--- config.mk ---
export PLATFORM = sky130hd
export DESIGN_NAME = golden_nonce_uart_tx
export DESIGN_NICKNAME = d
export VERILOG_FILES = /design/src/rtl/golden_nonce_uart_tx.sv
export SDC_FILE = /design/constraint.sdc
export NUM_CORES = 1
export LEC_CHECK = 0
export BUFFER_PORTS_ARGS = -buffer_cell sky130_fd_sc_hd__buf_2
export CAP_MARGIN = 25
export CORE_ASPECT_RATIO = 1.75
export CORE_MARGIN = 3
export CORE_UTILIZATION = 54
export DETAILED_ROUTE_END_ITERATION = 7
export PLACE_DENSITY = 0.68
export SYNTH_ARGS = -nofsm -noshare
export SYNTH_HDL_FRONTEND = slang
export SYNTH_SLANG_ARGS = --single-unit
--- constraint.sdc ---
create_clock -name clk -period 9.5 [get_ports clk]
set_clock_uncertainty 0.05 [all_clocks]
set_input_delay 0 -clock clk [delete_from_list [all_inputs] [get_ports clk]]
set_output_delay 0 -clock clk [all_outputs]
set_load 0.05 [all_outputs]
--- src/rtl/golden_nonce_uart_tx.sv ---
// golden_nonce_uart_tx
//   Return path for mining results. Watches the golden_nonce register from the
//   hashing core and queues every new value in a small FIFO. Each queued value
//   is sent to the host as four 8N1 UART bytes, most significant byte first.
//
// Ports
//   clk           system clock, all logic on the rising edge
//   reset_n       asynchronous active-low reset
//   golden_nonce  golden-nonce register from the miner core
//   overflow_clr  synchronous pulse that clears the sticky overflow flag
//   uart_tx       serial line, idle high
//   tx_busy       high while a START, DATA or STOP bit is on the line
//   fifo_level    number of queued nonces not yet being sent
//   overflow      sticky: a new nonce was dropped because the FIFO was full
//   dbg_state     current transmitter state (IDLE/START/DATA/STOP encoding)
//
// Handshake: there is no backpressure toward the miner core. A nonce is taken
// in the cycle it differs from the previously seen value; internally the FIFO
// pops only when the transmitter is IDLE and the FIFO is non-empty.
module golden_nonce_uart_tx #(
    parameter int CLKS_PER_BIT    = 434,
    parameter int FIFO_DEPTH_LOG2 = 2
) (
    input  logic                     clk,
    input  logic                     reset_n,
    input  logic [31:0]              golden_nonce,
    input  logic                     overflow_clr,
    output logic                     uart_tx,
    output logic                     tx_busy,
    output logic [FIFO_DEPTH_LOG2:0] fifo_level,
    output logic                     overflow,
    output logic [1:0]               dbg_state
);

    localparam int AW    = FIFO_DEPTH_LOG2;
    localparam int DEPTH = 1 << AW;
    localparam logic [AW:0]   DEPTH_L   = (AW + 1)'(DEPTH);
    localparam logic [15:0]   BAUD_LAST = 16'(CLKS_PER_BIT - 1);

    localparam logic [1:0] S_IDLE  = 2'd0;
    localparam logic [1:0] S_START = 2'd1;
    localparam logic [1:0] S_DATA  = 2'd2;
    localparam logic [1:0] S_STOP  = 2'd3;

    logic [31:0] last_nonce;
    logic [31:0] mem [DEPTH];
    logic [AW:0] wr_ptr;
    logic [AW:0] rd_ptr;

    logic [1:0]  state;
    logic [31:0] shift;
    logic [1:0]  byte_idx;
    logic [2:0]  bit_idx;
    logic [15:0] baud;

    logic new_val;
    logic fifo_empty;
    logic fifo_full;
    logic pop;
    logic push;
    logic drop;
    logic baud_last;
    logic [7:0] cur_byte;

    // Pointers carry one extra wrap bit, so the difference is the fill level.
    assign fifo_level = wr_ptr - rd_ptr;
    assign fifo_empty = (fifo_level == '0);
    assign fifo_full  = (fifo_level == DEPTH_L);

    assign new_val = (golden_nonce != last_nonce);
    assign pop     = (state == S_IDLE) && !fifo_empty;
    // A pop in the same cycle frees a slot, so a push on full still lands.
    assign push    = new_val && (!fifo_full || pop);
    assign drop    = new_val && fifo_full && !pop;

    assign baud_last = (baud == BAUD_LAST);
    assign cur_byte  = shift[31:24];
    assign tx_busy   = (state != S_IDLE);
    assign dbg_state = state;

    // The line is decoded straight from state registers so an async reset
    // forces it high in the same cycle, even mid-frame.
    always_comb begin
        uart_tx = 1'b1;
        case (state)
            S_START: uart_tx = 1'b0;
            S_DATA:  uart_tx = cur_byte[bit_idx];
            default: uart_tx = 1'b1;
        endcase
    end

    always_ff @(posedge clk) begin
        if (push) begin
            mem[wr_ptr[AW-1:0]] <= golden_nonce;
        end
    end

    always_ff @(posedge clk or negedge reset_n) begin
        if (!reset_n) begin
            last_nonce <= 32'h0;
            wr_ptr     <= '0;
            rd_ptr     <= '0;
            overflow   <= 1'b0;
        end else begin
            if (new_val) begin
                last_nonce <= golden_nonce;
            end
            if (push) begin
                wr_ptr <= wr_ptr + 1'b1;
            end
            if (pop) begin
                rd_ptr <= rd_ptr + 1'b1;
            end
            // A drop in the same cycle as a clear keeps the flag set.
            if (drop) begin
                overflow <= 1'b1;
            end else if (overflow_clr) begin
                overflow <= 1'b0;
            end
        end
    end

    always_ff @(posedge clk or negedge reset_n) begin
        if (!reset_n) begin
            state    <= S_IDLE;
            shift    <= 32'h0;
            byte_idx <= 2'd0;
            bit_idx  <= 3'd0;
            baud     <= 16'd0;
        end else begin
            case (state)
                S_IDLE: begin
                    if (pop) begin
                        shift    <= mem[rd_ptr[AW-1:0]];
                        byte_idx <= 2'd0;
                        baud     <= 16'd0;
                        state    <= S_START;
                    end
                end
                S_START: begin
                    if (baud_last) begin
                        baud    <= 16'd0;
                        bit_idx <= 3'd0;
                        state   <= S_DATA;
                    end else begin
                        baud <= baud + 16'd1;
                    end
                end
                S_DATA: begin
                    if (baud_last) begin
                        baud <= 16'd0;
                        if (bit_idx == 3'd7) begin
                            state <= S_STOP;
                        end else begin
                            bit_idx <= bit_idx + 3'd1;
                        end
                    end else begin
                        baud <= baud + 16'd1;
                    end
                end
                S_STOP: begin
                    if (baud_last) begin
                        baud <= 16'd0;
                        if (byte_idx != 2'd3) begin
                            // Next byte moves into the top lane; no idle gap.
                            byte_idx <= byte_idx + 2'd1;
                            shift    <= {shift[23:0], 8'h00};
                            state    <= S_START;
                        end else begin
                            state <= S_IDLE;
                        end
                    end else begin
                        baud <= baud + 16'd1;
                    end
                end
                default: state <= S_IDLE;
            endcase
        end
    end

endmodule

==> results of run 1 <==
## routing by layer
layer / vias up / wire length, um / track usage, %
li1: 2236 / - / -
met1: 2511 / 6988 / 23.83
met2: 83 / 9639 / 34.97
met3: 39 / 457 / 2.366
met4: 0 / 490 / 6.691
met5: - / 0 / 0
## critical path, cell delays in order, from the launching register on
cell      delay, ps
dfrtp_2         340
buf_4           550
ha_1            290
fa_1            200
xor3_1          300
nand4_1         170
a21boi_0        520
and2_1          230
buf_4           430
## state kept, by name, indices dropped and copies added (netlist names)
signal	count
rd_ptr	3
byte_idx	2
baud	16
mem	128
shift	32
bit_idx	3
wr_ptr	3
dbg_state	2
last_nonce	32
overflow	1
## power by group
| group | internal, mW | leakage [nW] | switching, mW |
|---|---|---|---|
| clock | 0.490 | 0.334 | 0.333 |
| sequential | 1.03 | 2.28 | 0.00308 |
| combinational | 0.0251 | 1.55 | 0.0291 |
| total | 1.54 | 4.16 | 0.365 |
## layout make-up
| class | instances | area share, % |
|---|---|---|
| Clock buffer | 29 | 5.490 |
| Clock inverter | 7 | 0.7958 |
| Inverter | 11 | 0.3806 |
| Multi-Input combinational cell | 286 | 27.46 |
| Sequential cell | 222 | 57.12 |
| Tap cell | 227 | 2.618 |
| Timing Repair Buffer | 89 | 6.135 |
## synth_stat cells, types with 2 or more instances
master / instances / area, um^2
a31oi_1: 4 / 25.02
nand2_1: 18 / 67.56
nor2_1: 13 / 48.80
and2_1: 4 / 25.02
mux2i_1: 2 / 20.02
or3_1: 2 / 12.51
mux2_2: 33 / 371.6
buf_2: 4 / 20.02
edfxtp_1: 128 / 3844
mux4_2: 34 / 765.7
and3_1: 2 / 12.51
a22o_1: 7 / 61.31
dfrtp_1: 94 / 2352
buf_6: 3 / 33.78
nor4_1: 3 / 18.77
o21ai_0: 24 / 120.1
ha_1: 16 / 200.2
nand3_1: 3 / 15.01
or4_1: 3 / 22.52
xor2_1: 3 / 26.28
xnor2_1: 35 / 306.5
nand4_1: 12 / 75.07
a21oi_1: 3 / 15.01
mux2_4: 28 / 420.4
o31ai_1: 3 / 22.52
clkbuf_1: 45 / 168.9
nor2b_1: 11 / 68.82
nor3_1: 4 / 20.02
inv_1: 11 / 41.29
## through the flow
stage               worst slack [ps]  cell area (um^2)
finish                          6045             10850
detailed placement              5998              9797
global placement                6191              9797
CTS                             5961             10850
floorplan                       5621              9414
global route                    5713             10850
## timing repair
item                                   CTS  global route
setup endpoints to repair                0             0
hold buffers                            36             0
endpoints found under the hold margin  191             0
## how the worst max path moves through the flow
stage | from | end | slack, ps | cells after the start
after floorplan | wr_ptr[0] | mem[3][0] | 5620 | 7
after global placement | rd_ptr[0] | mem[0][15] | 6190 | 8
after detailed placement | rd_ptr[0] | mem[1][15] | 6000 | 8
after CTS | rd_ptr[0] | mem[1][11] | 5960 | 8
after global routing | rd_ptr[0] | mem[1][18] | 5710 | 8
final | rd_ptr[0] | mem[1][18] | 6050 | 8
## cells by family (layout without fill, tap and decap cells)
family | after synthesis | after routing | share of synthesized area, %
multiplexers | 97 | 97 | 16.76
AO/OA/AOI/OAI | 50 | 50 | 3.429
adder cells (fa/ha/maj) | 17 | 17 | 2.339
AND/OR/NAND/NOR | 83 | 83 | 5.064
XOR/XNOR | 39 | 39 | 3.788
buffers and inverters | 63 | 136 | 2.804
flip-flops | 222 | 222 | 65.82
==> metrics.md, run 1 <==
| Metric | Value |
|---|---|
| Worst Tran Pin Value | 865.4 ps |
| IO Count | 43 |
| Yosys warning count | 0 |
| Hold Crit Class | input port to register |
| Final min period | 3455 ps |
| DR vias | around 5000 |
| Post-Syn Nets | ~620 |
| PwrDens | roughly 180 nW/um^2 |
| Clock sinks | 222 |
| Critical path class | register to register |
| Die height | around 180 um |
| Antenna violations before repair | 0 |
| NumNets Final | roughly 700 |
| Hold path depth | 2 |
| Max Cap Viol | 0 |
| VDD IR max | between 0.00015 and 0.0002 V |
| Multi-input logic area | between 2000 and 3000 um^2 |
| CTS root buf | clkbuf_16 |
| Width of the die | 105.8 um |
| Layout Cells excl Fill | just under 900 |
| Synthesized flop and latch total | ~220 |
| CTS tree | built |
| EDFF count, synth | roughly 130 |
| Worst skew pair latency | approximately 500 ps |
| DR WL/cell | a little over 20 um |
| Die area | 19120 um^2 |
| Layout cell share with drive strength beyond 1 | 29.35% |
| Sequential cell area | roughly 6200 um^2 |
| Post-route ant nets | 0 |
| Vias in the first global route | approximately 5300 |
| Area Overhead vs Synth | 15.25% |
| Inst Count DP | between 700 and 800 |
| DRC | 0 |
| Vias/cell | around 5.6 |
| Post-CTS sizing | 0 |
| Grt ovf | 0 |
| Tot Pwr | 1.909 mW |
| Post-CTS Setup Bufs | 0 |
| ANT cells | 0 |
| Hold Startpoint | golden_nonce[13] |
| Post-Syn Area | between 9000 and 10000 um^2 |
| Final Hold Fails | 0 |
| WL final | 17580 um |
| Setup-failing EPs final | 0 |
| Tcrit/Tclk final | between 30 and 40% |
| Most frequent cells in the layout | edfxtp_1 (128), dfrtp_1 (93), buf_2 (41) |
| FMAX | 0.2895 GHz |
| Final Core Density | 63.72% |
| Reg-to-reg setup timing slack | between 6000 and 7000 ps |
| Startpoint types | register |
| Clock Tree Buf Depth | 3 |
| Worst rel slew slack | 42.30% |
| Asr flop ratio synth | 42.34% |
| Reg2reg path depth | 8 |
| Initial DRC Count | 262 |
| Core ar. | between 15000 and 20000 um^2 |
| Total track usage | about a fifth |
| DPL Wire Length | around 11000 um |
| Post-Syn Instances | between 500 and 600 |
| RR Startpoint | rd_ptr[0] |
| TritonCTS buffer count | 20 |
| Rows | 63 |
| CP Data Arrival Time | approximately 3500 ps |
| Reg-to-Reg End | mem[1][18] |
| Syn Area/Cell | 16.49 um^2 |
| Fill cells | around 1200 |
| Input/output buffers | 42 |
| RePlAce Congestion | about 0.8 |
| Sequential fraction of the synthesis area | between 60% and 70% |
| Maximum number of pins on one net before global-route repair | 65 |
| LEAKAGE | 4.163 nW |
| First-pass GRT wire length | slightly below 30000 um |
| Initial Utilization | between 50 and 60% |
| Worst hold-check slack | ~170 ps |
| Most common cell after layout, fill and taps aside | edfxtp_1 |
| Synth unique cells | 48 |
| Drt pass-1 iters | 5 |
| Setup TNS | 0 ps |
| WHS Endpoint | last_nonce[13] |
| WP data required | approximately 9600 ps |
| CP endpoint kind | register |
| Crit-path max FO | 35 |
| Prevailing post-synth register cell | edfxtp_1 |
| H-tree levels | 1 |
| Slew Viols, Final | 0 |
| Clock-pin slew on the worst setup and hold paths | around 70 ps |
| RSZ-0062 raised after global routing | false |
| Status | finished, final reports clean |
No activity file was read; power rests on OpenSTA's default activity.
==> run 2: changes to the inputs <==
PLACE_DENSITY = 0.71   (was 0.68)
clock period = 3 ns   (was 9.5 ns; I/O delays follow)
==> metrics.md, run 2 (synthesis results as in run 1) <==
| Metric | Value |
|---|---|
| Design area | 10900 um^2 |
| IO Count | between 40 and 50 |
| Startpoint types | register |
| Vias in the first global route | about 5300 |
| Post-CTS Setup Bufs | 0 |
| Most frequent cells in the layout | edfxtp_1 (128), dfrtp_1 (93), buf_2 (41) |
| Antenna violations before repair | 1 |
| Total track usage | approximately 20% |
| Fill cells | about 1200 |
| Area Overhead vs Synth | 15.79% |
| Tcrit/Tclk final | between 90% and 100% |
| First-pass GRT wire length | between 20000 and 30000 um |
| Final Worst Setup Slack | roughly 240 ps |
| Placed instance area | between 9000 and 10000 um^2 |
| RePlAce Congestion | between 0.7 and 0.8 |
| Clock sinks | 222 |
| Input/output buffers | 42 |
| CP Data Arrival Time | 3080 ps |
| Initial DRC Count | roughly 280 |
| DR WL/cell | approximately 21 um |
| Drt pass-1 iters | 5 |
| Reg2reg path depth | 8 |
| DRC | 0 |
| Die area | roughly 19000 um^2 |
| Reg-to-Reg End | shift[0] |
| Max Cap Viol | 0 |
| FMAX | 0.3624 GHz |
| WL final | roughly 18000 um |
| Max reg flops | about 130 |
| CTS root buf | clkbuf_16 |
| Rows | between 60 and 70 |
| Core ar. | 17030 um^2 |
| Final min period | between 2000 and 3000 ps |
| Crit-path max FO | 34 |
| CTS tree | built |
| VDD IR max | between 0.0004 and 0.0005 V |
| WP data required | 3320 ps |
| CP endpoint kind | register |
| ANT cells | 0 |
| Reg-to-reg setup timing slack | about 240 ps |
| Worst skew pair latency | 490 ps |
| RSZ-0062 raised after global routing | false |
| Critical path class | register to register |
| NumNets Final | approximately 690 |
| Clock Tree Buf Depth | 3 |
| Clock-pin slew on the worst setup and hold paths | about 60 ps |
| Setup-failing EPs final | 0 |
| Maximum number of pins on one net before global-route repair | 59 |
| LEAKAGE | ~4.2 nW |
| Slew Viols, Final | 0 |
| Post-route ant nets | 0 |
| Width of the die | approximately 110 um |
| Worst rel slew slack | 47.39% |
| Die height | between 150 and 200 um |
| Hold Crit Class | input port to async pin |
| Tot Pwr | between 5 and 6 mW |
| H-tree levels | 1 |
| Inst Count DP | a little over 800 |
| Worst hold-check slack | 85.24 ps |
| Layout cell share with drive strength beyond 1 | between 30% and 40% |
| Final Core Density | approximately 64% |
| Final Hold Fails | 0 |
| DPL Wire Length | 12010 um |
| Layout Cells excl Fill | around 880 |
| Setup TNS | 0 ps |
| DR vias | between 4000 and 5000 |
| RR Startpoint | wr_ptr[0] |
| Status | finished, final reports clean |
| Most common cell after layout, fill and taps aside | edfxtp_1 |
| Pre-CTS WS | 158.8 ps |
| Initial Utilization | a little under three fifths |
| Vias/cell | ~5.6 |
| Grt ovf | 0 |
| TritonCTS buffer count | 21 |
| PwrDens | approximately 540 nW/um^2 |
| Sequential cell area | around 6200 um^2 |
| Multi-input logic area | 2977 um^2 |
| Worst Tran Pin Value | between 700 and 800 ps |
-- run 2: cell type report --
type                    instances  share of cell area, %
flip-flops and latches        222                  56.85
repair buffers                 95                  6.956
inverters                      11                 0.3788
clock buffers                  26                  5.177
clock inverters                10                 0.7231
well taps                     227                  2.606
multi-input cells             286                  27.31
-- run 2: what timing repair did --
item	in CTS	in global routing
setup endpoints to repair	0	64
hold endpoints to repair	217	0
hold buffers	34	0
resized for setup	0	1
-- run 2: critical path, stage by stage (launching register included) --
cell     delay (ps)
dfrtp_1         380
inv_1           110
ha_1            220
fa_1            390
xor3_1          260
or3_1           470
o21ai_4         110
buf_12          270
mux2_2          370
-- run 2: power breakdown --
| group | switching, mW | total [mW] | internal, mW |
|---|---|---|---|
| combinational | 0.0921 | 0.169 | 0.0766 |
| sequential | 0.0104 | 3.27 | 3.25 |
| clock | 1.07 | 2.49 | 1.42 |
| total | 1.17 | 5.92 | 4.75 |
-- run 2: how the worst max path moves through the flow --
stage | from | slack [ps] | cells after the start | end
6_report | wr_ptr[0] | 240 | 8 | shift[0]
5_1_grt | wr_ptr[0] | 90 | 8 | mem[1][21]
4_1_cts | wr_ptr[0] | 160 | 8 | mem[1][21]
3_5_place_dp | wr_ptr[0] | 160 | 8 | mem[1][15]
3_3_place_gp | wr_ptr[0] | 290 | 8 | mem[2][24]
2_1_floorplan | wr_ptr[0] | -70 | 7 | mem[0][0]
-- run 2: routing by layer --
layer	track usage, %	part of all wire, %
met1	25.28	39
met2	36.09	55
met3	2.582	3.0
met4	6.328	2.8
met5	0	0
==> run 3: changes to the inputs <==
PLACE_DENSITY = 0.74   (was 0.71)
==> metrics.md, run 3 (synthesis results as in run 1) <==
| Metric | Value |
|---|---|
| First-pass GRT wire length | ~29000 um |
| Width of the die | ~110 um |
| Sequential cell fraction of total power | between 50% and 60% |
| Rows | 63 |
| RePlAce Congestion | roughly 0.85 |
| Sw frac | 19.92% |
| Worst Tran Pin Value | 809.5 ps |
| DR WL/cell | 20.03 um |
| Most common cell after layout, fill and taps aside | edfxtp_1 |
| Max layer used | met4 |
| Die height | about 180 um |
| Layout Cells excl Fill | between 800 and 900 |
| Clock-pin slew on the worst setup and hold paths | ~60 ps |
| Die area | 19120 um^2 |
| CP Data Arrival Time | approximately 3000 ps |
| VDD IR max | around 0.00048 V |
| Tot Pwr | about 6.0 mW |
| Post-route ant nets | 0 |
| Final Hold Fails | 0 |
| Hold Crit Class | input port to async pin |
| Grt ovf | 0 |
| PwrDens | roughly 550 nW/um^2 |
| Worst skew pair latency | 490 ps |
| Crit-path max FO | 19 |
| DR vias | about 4800 |
| Psw | 1.201 mW |
| Clock Tree Buf Depth | 3 |
| Maximum number of pins on one net before global-route repair | 53 |
| Inst Count DP | 806 |
| Tcrit/Tclk final | between 90% and 100% |
| Layout cell share with drive strength beyond 1 | 30.77% |
| Met2 Wirelength | roughly 9900 um |
| Setup-failing EPs final | 0 |
| Final min period | roughly 2800 ps |
| FMAX | between 0.3 and 0.4 GHz |
| Clock sinks | about 220 |
| Startpoint types | register |
| DRC | 0 |
| Critical path class | register to register |
| Initial DRC Count | 304 |
| Worst hold-check slack | roughly 37 ps |
| Most frequent cells in the layout | edfxtp_1 (128), dfrtp_1 (93), buf_2 (41) |
| CTS tree | built |
| Total track usage | between 10% and 20% |
| Antenna violations before repair | 0 |
| Hold-fix buffers at CTS | 34 |
| Area Overhead vs Synth | 16.21% |
| H-tree levels | 1 |
| Vias/cell | around 5.5 |
| Slew Viols, Final | 0 |
| NumNets Final | between 600 and 700 |
| Comb pwr share | about 2.8% |
| Post-CTS sizing | 0 |
| Max reg flops | between 100 and 150 |
| Core ar. | 17030 um^2 |
| Vias in the first global route | 5400 |
| Initial Utilization | a little under three fifths |
| RSZ-0062 raised after global routing | false |
| Internal power | about 4.8 mW |
| DPL Wire Length | 11530 um |
| Input/output buffers | 42 |
| Post-CTS Setup Bufs | 0 |
| IO Count | 43 |
| CP endpoint kind | register |
| Clk network pwr share | a little over two fifths |
| CTS root buf | clkbuf_16 |
| M1 WL | roughly 6700 um |
| ANT cells | 0 |
| Max Cap Viol | 0 |
| Worst rel slew slack | 45.53% |
| Setup TNS | 0 ps |
| WP data required | 3140 ps |
| Status | finished, final reports clean |
| Fill cells | around 1200 |
| WL final | about 18000 um |
| TritonCTS buffer count | 21 |
| LEAKAGE | 4.200 nW |
| Final Core Density | 64.26% |
| Drt pass-1 iters | 4 |
| Met3 wire length | around 540 um |
==> run 3: final timing paths <==
path	start	end	slack (ps)	depth (start not counted)
max	wr_ptr[0]	mem[3][1]	190	8
min	reset_n	baud[3]	40	2
max reg2reg	wr_ptr[0]	mem[3][1]	190	8
min reg2reg	rd_ptr[2]	rd_ptr[2]	430	1
max in group asynchronous	reset_n	last_nonce[16]	2040	3
min in group clk	golden_nonce[7]	last_nonce[7]	180	2
==> run 3: critical path, cell delays in order (launching register included) <==
cell,delay [ps]
dfrtp_1,380
inv_1,110
ha_1,220
fa_1,370
xor3_1,250
nand4_1,160
nand2_1,110
a21oi_4,610
buf_12,240
==> run 3: layout make-up <==
| class | count | area, um^2 | area share, % |
|---|---|---|---|
| flip-flops and latches | 222 | 6197 | 56.64 |
| multi-input cells | 286 | 2977 | 27.21 |
| inverters | 11 | 41.29 | 0.3774 |
| clock inverters | 12 | 127.6 | 1.167 |
| repair buffers | 94 | 763.2 | 6.976 |
| well taps | 227 | 284.0 | 2.596 |
| clock buffers | 25 | 550.5 | 5.032 |
==> run 3: metrics by stage <==
step,area [um^2],worst slack [ps]
final,10940,193.0
after detailed placement,9922,176.5
after CTS,10940,171.1
after global placement,9922,258.8
after global routing,10940,3.841
after floorplan,9429,-73.26
==> run 3: routing by layer <==
metal	global-route usage, %	vias to the layer above
li1	-	2245
met3	2.833	37
met5	0	-
met2	36.02	78
met1	23.08	2471
met4	5.861	0
==> run 3: power groups by stage <==
| stage | combinational, mW | clock (mW) | sequential, mW |
|---|---|---|---|
| 2_1_floorplan | 0.0528 | 0 | 3.33 |
| 3_3_place_gp | 0.128 | 0 | 3.33 |
| 3_5_place_dp | 0.134 | 0 | 3.33 |
| 4_1_cts | 0.170 | 2.66 | 3.26 |
| 5_1_grt | 0.184 | 2.77 | 3.26 |
| 6_report | 0.166 | 2.60 | 3.26 |
